$ cat src/rtl/led_pkg.sv
// Shared constants for the LED output path (chaser and fade driver).
package led_pkg;

    localparam int                  NUM_LEDS   = 6;
    localparam int                  PWM_BITS   = 8;
    localparam logic [PWM_BITS-1:0] BRIGHT_MAX = 8'd255;
    localparam logic [PWM_BITS-1:0] PWM_TOP    = 8'd254;
    localparam logic                LED_ON     = 1'b0;

    // Subtract b from a, clamping at zero instead of wrapping.
    function automatic logic [PWM_BITS-1:0] sat_sub(
        input logic [PWM_BITS-1:0] a,
        input logic [PWM_BITS-1:0] b
    );
        return (a > b) ? (a - b) : '0;
    endfunction

endpackage

$ cat src/rtl/led_pwm_channel.sv
// One LED channel: brightness register with set/decay and the PWM compare.
module led_pwm_channel
    import led_pkg::*;
#(
    parameter int DECAY_STEP = 8
) (
    input  logic                sys_clk,
    input  logic                sys_rst_n,
    input  logic                en,
    input  logic                set,
    input  logic                tick,
    input  logic [PWM_BITS-1:0] pwm_cnt,
    output logic                led_n_bit
);

    localparam logic [PWM_BITS-1:0] STEP = PWM_BITS'(DECAY_STEP);

    logic [PWM_BITS-1:0] r_bright;
    logic [PWM_BITS-1:0] w_bright_next;
    logic                r_led_n;
    logic                w_lit;

    // Brightness priority: disable clears, a commanded LED jumps to full
    // (even on a tick), otherwise a tick fades it toward zero.
    always_comb begin
        w_bright_next = r_bright;
        if (!en) begin
            w_bright_next = '0;
        end else if (set) begin
            w_bright_next = BRIGHT_MAX;
        end else if (tick) begin
            w_bright_next = sat_sub(r_bright, STEP);
        end
    end

    // The counter never reaches 255, so full brightness is lit every cycle.
    assign w_lit = (pwm_cnt < r_bright);

    // Brightness and registered pin drive; reset forces the LED dark at once.
    always_ff @(posedge sys_clk or negedge sys_rst_n) begin
        if (!sys_rst_n) begin
            r_bright <= '0;
            r_led_n  <= ~LED_ON;
        end else begin
            r_bright <= w_bright_next;
            r_led_n  <= w_lit ? LED_ON : ~LED_ON;
        end
    end

    assign led_n_bit = r_led_n;

endmodule

$ cat src/rtl/led_fade_driver.sv
// PWM output stage for the LED chaser: lit LEDs are full bright, released
// LEDs fade linearly to off, leaving a comet trail.
module led_fade_driver
    import led_pkg::*;
#(
    parameter int DECAY_DIV  = 105_469,
    parameter int DECAY_STEP = 8
) (
    input  logic                sys_clk,
    input  logic                sys_rst_n,
    input  logic                en,
    input  logic [NUM_LEDS-1:0] pat_n,
    output logic [NUM_LEDS-1:0] led_n
);

    localparam int               PRE_W   = (DECAY_DIV > 1) ? $clog2(DECAY_DIV) : 1;
    localparam logic [PRE_W-1:0] PRE_TOP = PRE_W'(DECAY_DIV - 1);

    logic [PWM_BITS-1:0] r_pwm_cnt;
    logic [PWM_BITS-1:0] w_pwm_next;
    logic [PRE_W-1:0]    r_presc;
    logic [PRE_W-1:0]    w_presc_next;
    logic                w_tick;
    logic [NUM_LEDS-1:0] w_led_n;

    assign w_tick = en && (r_presc == PRE_TOP);

    // Both counters sit at zero while disabled so they restart aligned.
    always_comb begin
        w_pwm_next   = r_pwm_cnt + 1'b1;
        w_presc_next = r_presc + 1'b1;
        if (!en) begin
            w_pwm_next   = '0;
            w_presc_next = '0;
        end else begin
            if (r_pwm_cnt == PWM_TOP) begin
                w_pwm_next = '0;
            end
            if (r_presc == PRE_TOP) begin
                w_presc_next = '0;
            end
        end
    end

    // Shared PWM counter and decay prescaler registers.
    always_ff @(posedge sys_clk or negedge sys_rst_n) begin
        if (!sys_rst_n) begin
            r_pwm_cnt <= '0;
            r_presc   <= '0;
        end else begin
            r_pwm_cnt <= w_pwm_next;
            r_presc   <= w_presc_next;
        end
    end

    genvar gi;
    generate
        for (gi = 0; gi < NUM_LEDS; gi++) begin : g_chan
            led_pwm_channel #(
                .DECAY_STEP (DECAY_STEP)
            ) u_chan (
                .sys_clk   (sys_clk),
                .sys_rst_n (sys_rst_n),
                .en        (en),
                .set       (pat_n[gi] == LED_ON),
                .tick      (w_tick),
                .pwm_cnt   (r_pwm_cnt),
                .led_n_bit (w_led_n[gi])
            );
        end
    endgenerate

    assign led_n = w_led_n;

endmodule

$ cat config.mk
export PLATFORM = sky130hd
export DESIGN_NAME = led_fade_driver
export DESIGN_NICKNAME = d
export VERILOG_FILES = /design/src/rtl/led_pkg.sv /design/src/rtl/led_pwm_channel.sv /design/src/rtl/led_fade_driver.sv
export SDC_FILE = /design/constraint.sdc
export NUM_CORES = 1
export LEC_CHECK = 0
export ABC_AREA = 0
export CORE_MARGIN = 2
export CORE_UTILIZATION = 67
export DETAILED_ROUTE_END_ITERATION = 12
export GPL_TIMING_DRIVEN = 0
export PLACE_DENSITY_LB_ADDON = 0.08
export SETUP_SLACK_MARGIN = 0.05
export SYNTH_ARGS = -nofsm -noshare
export SYNTH_HDL_FRONTEND = slang
export SYNTH_SLANG_ARGS = --single-unit
$ cat constraint.sdc
create_clock -name sys_clk -period 4.85 [get_ports sys_clk]
set_input_delay 0.7275 -clock sys_clk [delete_from_list [all_inputs] [get_ports sys_clk]]
set_output_delay 0.7275 -clock sys_clk [all_outputs]
set_load 0.02 [all_outputs]
; After elaboration in Yosys (flattened, before gate mapping)
; Cells that the tools add are included.
[op_classes]
addsub = 8
n_mul = 0
div = 0
order_cmp = 12
n_eq_ne = 8
n_shift = 0
n_mux = 34
n_bitwise = 0
n_reduce_logical = 1
[ops]
columns = cell, n
row1 = $mux W8, 26
row2 = $gt A8 B4 Y1 const B, 6
row3 = $lt A8 B8 Y1, 6
row4 = $sub A8 B4 Y8 const B, 6
row5 = $mux W17, 2
row6 = $ne A3 B2 Y1 const B, 6
row7 = $add A17 B1 Y17 const B, 1
row8 = $eq A17 B17 Y1 const B, 1
row9 = $add A8 B1 Y8 const B, 1
row10 = $eq A8 B8 Y1 const B, 1
row11 = $mux W1, 6
row12 = $logic_and A1 B1 Y1, 1
[totals]
regBits = 79
latchBits = 0
ram_bits = 0
mem_bits_ro = 0
in_bits = 9
out_inout_bits = 6
n_memories = 0

; Longest topological paths before layout
; Gate-level depths: netlist (run 1).
[depth]
ltp_word = 5
ltp_mapped = 8
depth_no_buf = 7

; By module
; From an unflattened synthesis (run 1), not the netlist that was laid out.
[hier_totals]
hier_cells = 459
hier_area_um2 = 4376.7
[modules_own_cells]
columns = module, n_inst, cells_per_inst, area_per_inst_um2
row1 = led_pwm_channel, 6, 55, 520.5
row2 = led_fade_driver, 1, 129, 1253.7

; Worst setup path before layout (run 1)
; No wires, ideal clock.
[synth_timing]
kind = reg-to-reg
from = register r_presc[0]
to = register g_chan[2].u_chan.r_bright[6]
arrival_time_ns = 1.758
path_slack_ns = 2.955
stages_incl_launch_ff = 9
path_buffers = 1
path_cell_list = dfrtp_1 inv_1 ha_1 nand4_1 or4b_1 buf_6 nor4_4 mux2i_1 a21oi_1
[synth_between]
elab_chain_len = 3
[synth_lines]
columns = item, line
row1 = "start, declared", led_fade_driver.sv:21  ; logic [PRE_W-1:0] r_presc;
row2 = "start signal, assigned", led_fade_driver.sv:52  ; r_presc <= w_presc_next;
row3 = $eq A17 B17 Y1, led_fade_driver.sv:26  ; assign w_tick = en && (r_presc == PRE_TOP);
row4 = $logic_and A1 B1 Y1, led_fade_driver.sv:26
row5 = $ne A3 B2 Y1 (no line), -
row6 = "end signal, assigned", led_pwm_channel.sv:45  ; r_bright <= w_bright_next;
row7 = "end, declared", led_pwm_channel.sv:18  ; logic [PWM_BITS-1:0] r_bright;
; No other way between the ends.
; A chain may end at the register's enable or synchronous reset.

; Worst setup path after layout (run 1)
[layout_timing]
from = input en
to = register g_chan[1].u_chan.r_bright[6]
[layout_between]
elab_chain_len = 2
elab_cells_between_ends = 3
[layout_lines]
columns = item, line
row1 = "start, declared", led_fade_driver.sv:11  ; input logic en,
row2 = $logic_and A1 B1 Y1, led_fade_driver.sv:26
row3 = $ne A3 B2 Y1 (no line), -
row4 = "end signal, assigned", led_pwm_channel.sv:45
row5 = "end, declared", led_pwm_channel.sv:18
; Parallel ways exist; a longest one is shown, timed or not.

==> flow_summary.toml, run 1 <==
[place]
gp_congestion = 0.901
hpwl_um = 7080
preCtsSetupSlack_ns = 1.94
io_buffers = 14
placed_cell_area_um2 = 4590

[worst_setup_path]
r2r.worst_path.cells = 8
worstSetupEndpointType = "register"
path_delay_family = "simple AND/OR/NAND/NOR gates"
cp_data_required_time_ns = 5.10
crit_path_start_kind = "primary input"
critPathKind = "primary input to register"
rrSetupSlack_ns = 2.54
r2r_start = "r_presc[0]$_DFF_PN0_"
cp_slowest_cell = "clkdlybuf4s50_1"
regToRegEndpoint = "g_chan[5].u_chan.r_bright[3]$_DFFE_PN0P_"
critPathMaxStageDelay_ns = 0.67
cp_max_fo = 7
crit_buf_inv = 2
arrival_ns = 2.95
cp_cell_sequence = "clkdlybuf4s50_1 -> inv_1 -> nand4bb_1 -> nor2_1 -> nand2_1 -> o211ai_1"

[clock_network]
insertion_delay_ns = 0.34
clk_pin_slew_ns = 0.07
cts_tree = "done"
root_buffer = "clkbuf_8"
holdBufCountCts = 0
cts_made_buffers = 9
cts_resized = 0
post_cts_buffers = 0
clock_path_buffers = 2
clock-sinks = 67
htreeDepth = 3

[logic_synthesis]
ys_types = 50
yosysSeqAreaShare_pct = 38.6
synth_edf_count = 0
synth_ff_type = "dfrtp_1"
postSynthAreaPerCell_um2 = 9.34
synth_cells = 467
synth-seq-cells = 67
synth_nets = 528
synth_area_um2 = 4360
async_flop_share_pct = 100
yosys_warnings = 0

[power]
seq_power_share_pct = 48.4
clockPowerShare_pct = 35.5
p_per_area_nw_per_um2 = 268
power_mw = 1.28
p_int_mw = 0.929
cellLeakagePower_nw = 2.30
p_sw_mw = 0.351
vdd_drop_max_mv = 0.211
p_sw_share_pct = 27.4
combPwrFrac_pct = 16.0

[sta]
rsz0062_at_grt = "false"
tightest_slew_ns = 0.852
fmax_mhz = 370
setup_viol = 0
maxSlewHeadroom_pct = 43.2
setup_ws_ns = 2.15
fin_crit_ns = 2.70
holdWs_ns = 0.502
final_hold_viol_count = 0
setup_tns_ns = 0
fin_crit_sh_pct = 55.7
clock_skew_ns = 0.0111
slew_viol_final = 0

[floorplanning]
initial_core_util_pct = 69.1
die_area_um2 = 7170
die_x_um = 84.7
io_pins = 15
die_h_um = 84.7
rows = 29
core_um2 = 6310

[route]
via_per_inst = 6.37
wl_per_cell_um = 17.7
wirelength_um = 10200
drt_iter0_drc = 247
drcViolationCount = 0
antenna_left = 0
vias = 3658
first_pass_iters = 5

[final_layout]
nets = 553
multi_input_area_um2 = 2420
drive_gt1_share_pct = 7.04
stdcell_area_um2 = 4780
synthToLayoutAreaGrowth_pct = 9.67
final_cell_mix = "dfrtp_1 (61), ha_1 (52), inv_1 (43), nor2_1 (39), nand2_1 (33)"
antenna_cells = 0
nFillCells = 459
final_common_cell = "dfrtp_1"
seq_area_um2 = 1680

[global_routing]
grt_max_degree = 68
overflow = 0
grt_usage_pct = 30.7
grt_pass1_vias = 3735
grt_pass1_wl_um = 17300
antenna_found_initial = 0

[run_status]
status = "completed"

[run]
drv_cap = 0

[hold_path]
hp-class = "primary input to asynchronous set/reset pin"
==> synth_stat cells, drive strengths merged, types with 8 or more instances <==
master | n | area share (%)
xor2 | 12 | 2.4
o21ai | 30 | 3.4
a21o | 14 | 2.4
xnor2 | 9 | 1.8
a21oi | 22 | 2.5
nand2 | 33 | 2.8
o2111ai | 8 | 1.6
nand4 | 10 | 1.6
nor2 | 39 | 3.4
buf | 10 | 1.6
nand3 | 21 | 2.4
nand2b | 10 | 1.4
ha | 52 | 15
inv | 43 | 3.7
o211ai | 11 | 1.9
dfrtp | 61 | 35
and3 | 13 | 1.9
==> kinds of logic (layout without fill, tap and decap cells) <==
family | after synthesis | after routing | share of synthesized area, %
buf+inv | 58 | 88 | 5.77
compound gates | 109 | 109 | 16.4
mux | 3 | 3 | 0.689
simple gates | 157 | 157 | 19.3
fa+ha+maj | 52 | 52 | 14.9
xor+xnor | 21 | 21 | 4.22
flops | 67 | 67 | 38.6
==> how the worst max path moves through the flow <==
stage	to	startpoint	slack [ns]	cells past startpoint
finish	g_chan[1].u_chan.r_bright[6]$_DFFE_PN0P_	en	2.15	6
global route	g_chan[4].u_chan.r_bright[3]$_DFFE_PN0P_	en	2.10	6
CTS	g_chan[1].u_chan.r_bright[6]$_DFFE_PN0P_	en	2.27	6
detailed placement	g_chan[1].u_chan.r_bright[3]$_DFFE_PN0P_	en	1.94	6
global placement	g_chan[4].u_chan.r_bright[4]$_DFFE_PN0P_	sys_rst_n	0.81	1
floorplan	g_chan[2].u_chan.r_bright[6]$_DFFE_PN0P_	r_presc[0]$_DFF_PN0_	2.96	8
==> metal layers <==
layer / vias to the layer above / share of wire (%) / global-route usage, % / wire [µm]
li1: 1728 / - / - / -
met1: 1775 / 44 / 39.3 / 4420
met2: 119 / 49 / 50.8 / 4950
met3: 36 / 4.6 / 4.92 / 466
met4: 0 / 3.1 / 14.6 / 318
met5: - / 0 / 0 / 0
==> power groups by stage <==
stage / Combinational (mW) / Clock [mW] / Sequential, mW
2_1_floorplan: 0.140 / 0 / 0.621
6_report: 0.205 / 0.455 / 0.620
3_5_place_dp: 0.201 / 0 / 0.629
5_1_grt: 0.233 / 0.487 / 0.624
3_3_place_gp: 0.191 / 0 / 0.628
4_1_cts: 0.204 / 0.458 / 0.619
==> registers in the layout, indices dropped and copies added (netlist names) <==
name	flops
r_presc	17
g_chan.u_chan.led_n_bit	6
r_pwm_cnt	8
g_chan.u_chan.r_bright	36
==> layout make-up <==
type,count,area share (%)
inverters,43,3.38
clock buffers,14,3.19
clock inverters,2,0.733
repair buffers,14,2.88
multi-input cells,342,50.7
plain buffers,15,1.88
well taps,77,2.01
flip-flops and latches,67,35.2
==> metrics by stage <==
step / cells / utilization (%)
global placement: 558 / 72.8
CTS: 574 / 75.7
global route: 574 / 75.7
detailed placement: 558 / 72.8
floorplan: 467 / -
finish: 574 / 75.7
No activity file was read; power rests on OpenSTA's default activity.
==> run 2: changes to the inputs <==
--- a/config.mk
+++ b/config.mk
@@ -7,7 +7,7 @@
 export LEC_CHECK = 0
 export ABC_AREA = 0
 export CORE_MARGIN = 2
-export CORE_UTILIZATION = 67
+export CORE_UTILIZATION = 62
 export DETAILED_ROUTE_END_ITERATION = 12
 export GPL_TIMING_DRIVEN = 0
 export PLACE_DENSITY_LB_ADDON = 0.08
==> constraint.sdc (replaced) <==
create_clock -name sys_clk -period 2.5 [get_ports sys_clk]
set_input_delay 0.375 -clock sys_clk [delete_from_list [all_inputs] [get_ports sys_clk]]
set_output_delay 0.375 -clock sys_clk [all_outputs]
set_load 0.02 [all_outputs]
==> run 2 against run 1 <==
Effect of this change: global-route usage fell by 1.4 points; register-to-register slack got worse by 2.3 ns; hold slack got worse by 0.39 ns; critical path depth did not move; non-clock buffer count rose by 4; die area rose by 7.7%; largest cell class unchanged.
==> flow_summary.toml, run 2 (synthesis gave the netlist of run 1 again) <==
[route]
antenna_left = 0
wirelength_um = 10000
drt_iter0_drc = 244
wl_met1_um = 4450
wl_met2_um = 4950
via_per_inst = 6.04
vias = 3604
routed.top_layer = "met4"
first_pass_iters = 4
drcViolationCount = 0
wl_per_cell_um = 16.8
wl_met3_um = 378

[final_layout]
final_common_cell = "dfrtp_1"
final_core_util_pct = 72.0
top_regs = "g_chan.u_chan.r_bright (36), r_presc (17), r_pwm_cnt (8)"
synthToLayoutAreaGrowth_pct = 12.1
final_cell_mix = "dfrtp_1 (61), ha_1 (52), inv_1 (43), nor2_1 (39), nand2_1 (33)"
final_cells = 597
nets = 557
nFillCells = 518
largest_reg_flops = 36
top_register = "g_chan.u_chan.r_bright"
antenna_cells = 0
stdcell_area_um2 = 4890
drive_gt1_share_pct = 8.78

[hold_path]
hp-class = "primary input to asynchronous set/reset pin"

[clock_network]
clk_pin_slew_ns = 0.07
clock-sinks = 67
root_buffer = "clkbuf_8"
cts_tree = "done"
holdBufCountCts = 0
clock_path_buffers = 2
cts_made_buffers = 9
insertion_delay_ns = 0.36
htreeDepth = 3

[place]
io_buffers = 14
hpwl_um = 7030
placed_cell_area_um2 = 4620
gp_congestion = 0.895
placed_cells = 577
preCtsSetupSlack_ns = -0.0774

[power]
p_int_mw = 1.97
seq_power_share_pct = 44.5
p_sw_share_pct = 27.0
cellLeakagePower_nw = 2.35
vdd_drop_max_mv = 0.395
p_per_area_nw_per_um2 = 552
clockPowerShare_pct = 41.0
combPwrFrac_pct = 14.5
p_sw_mw = 0.728

[sta]
rsz0062_at_grt = "false"
setup_viol = 0
slew_viol_final = 0
fin_crit_ns = 2.24
maxSlewHeadroom_pct = 43.7
tightest_slew_ns = 0.845
setup_ws_ns = 0.257
fmax_mhz = 446
final_hold_viol_count = 0
clock_skew_ns = 0.00532
fin_crit_sh_pct = 89.7

[floorplanning]
rows = 30
die_h_um = 87.9
die_x_um = 87.9
io_pins = 15
core_um2 = 6790
die_area_um2 = 7720
initial_core_util_pct = 64.2

[run]
drv_cap = 0

[worst_setup_path]
critPathKind = "primary input to register"
r2r.worst_path.cells = 7
crit_path_start_kind = "primary input"
regToRegEndpoint = "g_chan[5].u_chan.r_bright[7]$_DFFE_PN0P_"
arrival_ns = 2.52
cp_data_required_time_ns = 2.77
r2r_start = "r_presc[0]$_DFF_PN0_"
worstSetupEndpointType = "register"
rrSetupSlack_ns = 0.27
cp_max_fo = 7

[global_routing]
grt_usage_pct = 29.3
antenna_found_initial = 0
grt_pass1_vias = 3575
grt_max_degree = 68
overflow = 0
grt_pass1_wl_um = 17200

[run_status]
status = "completed"
run 2: cell count changes in the layout (fill, tap and decap cells not counted):
| cell | change |
|---|---|
| clkinv_2 | +1 |
| clkinv_4 | +1 |
| bufinv_16 | +2 |
| clkinvlp_4 | +1 |
| clkbuf_1 | -5 |
| clkbuf_2 | +1 |
| clkbuf_8 | -1 |
| buf_4 | +4 |
run 2: how the worst max path moves through the flow:
stage / startpoint / endpoint / cells after the start
2_1_floorplan: r_presc[0]$_DFF_PN0_ / g_chan[2].u_chan.r_bright[6]$_DFFE_PN0P_ / 8
3_3_place_gp: sys_rst_n / r_presc[14]$_DFF_PN0_ / 1
3_5_place_dp: en / g_chan[1].u_chan.r_bright[6]$_DFFE_PN0P_ / 6
4_1_cts: r_presc[0]$_DFF_PN0_ / g_chan[0].u_chan.r_bright[5]$_DFFE_PN0P_ / 8
5_1_grt: en / g_chan[1].u_chan.r_bright[4]$_DFFE_PN0P_ / 6
6_report: en / g_chan[1].u_chan.r_bright[6]$_DFFE_PN0P_ / 6
run 2: power by group through the flow:
stage / logic (mW) / registers (mW) / clock network, mW
floorplan: 0.272 / 1.21 / 0
detailed placement: 0.390 / 1.22 / 0
CTS: 0.393 / 1.20 / 1.11
global route: 0.453 / 1.21 / 1.17
finish: 0.392 / 1.20 / 1.11
global placement: 0.372 / 1.22 / 0
run 2: timing repair:
item	CTS	global route
gates resized for setup	0	2
setup endpoints to repair	0	6
buffers inserted	0	4
run 2: final cells by class:
cell class / count / area, µm² / area share [%]
plain buffers: 15 / 91.3 / 1.87
clock buffers: 9 / 124 / 2.53
clock inverters: 7 / 116 / 2.38
inverters: 43 / 161 / 3.30
multi-input cells: 342 / 2420 / 49.6
flip-flops and latches: 67 / 1680 / 34.4
well taps: 96 / 120 / 2.46
repair buffers: 18 / 168 / 3.43
run 2: layer usage:
| layer | up-vias | track usage, % |
|---|---|---|
| met5 | - | 0 |
| met4 | 0 | 11.9 |
| met3 | 21 | 6.69 |
| met2 | 90 | 48.1 |
| met1 | 1753 | 37.6 |
| li1 | 1740 | - |
run 2: stage by stage:
step                      setup TNS [ns]  power [mW]  hold slack, ns
final                                  0        2.70           0.108
after global routing                   0        2.83           0.207
after CTS                              0        2.71           0.164
after detailed placement          -0.288        1.61           0.495
after global placement            -77.55        1.59           0.487
after floorplan                        0        1.48          0.0794
run 2: worst max-delay path: stages:
cell             delay (ns)
clkdlybuf4s50_1        0.66
inv_1                  0.24
nand4bb_1              0.27
nor2_1                 0.56
nand2_1                0.20
o211ai_1               0.21
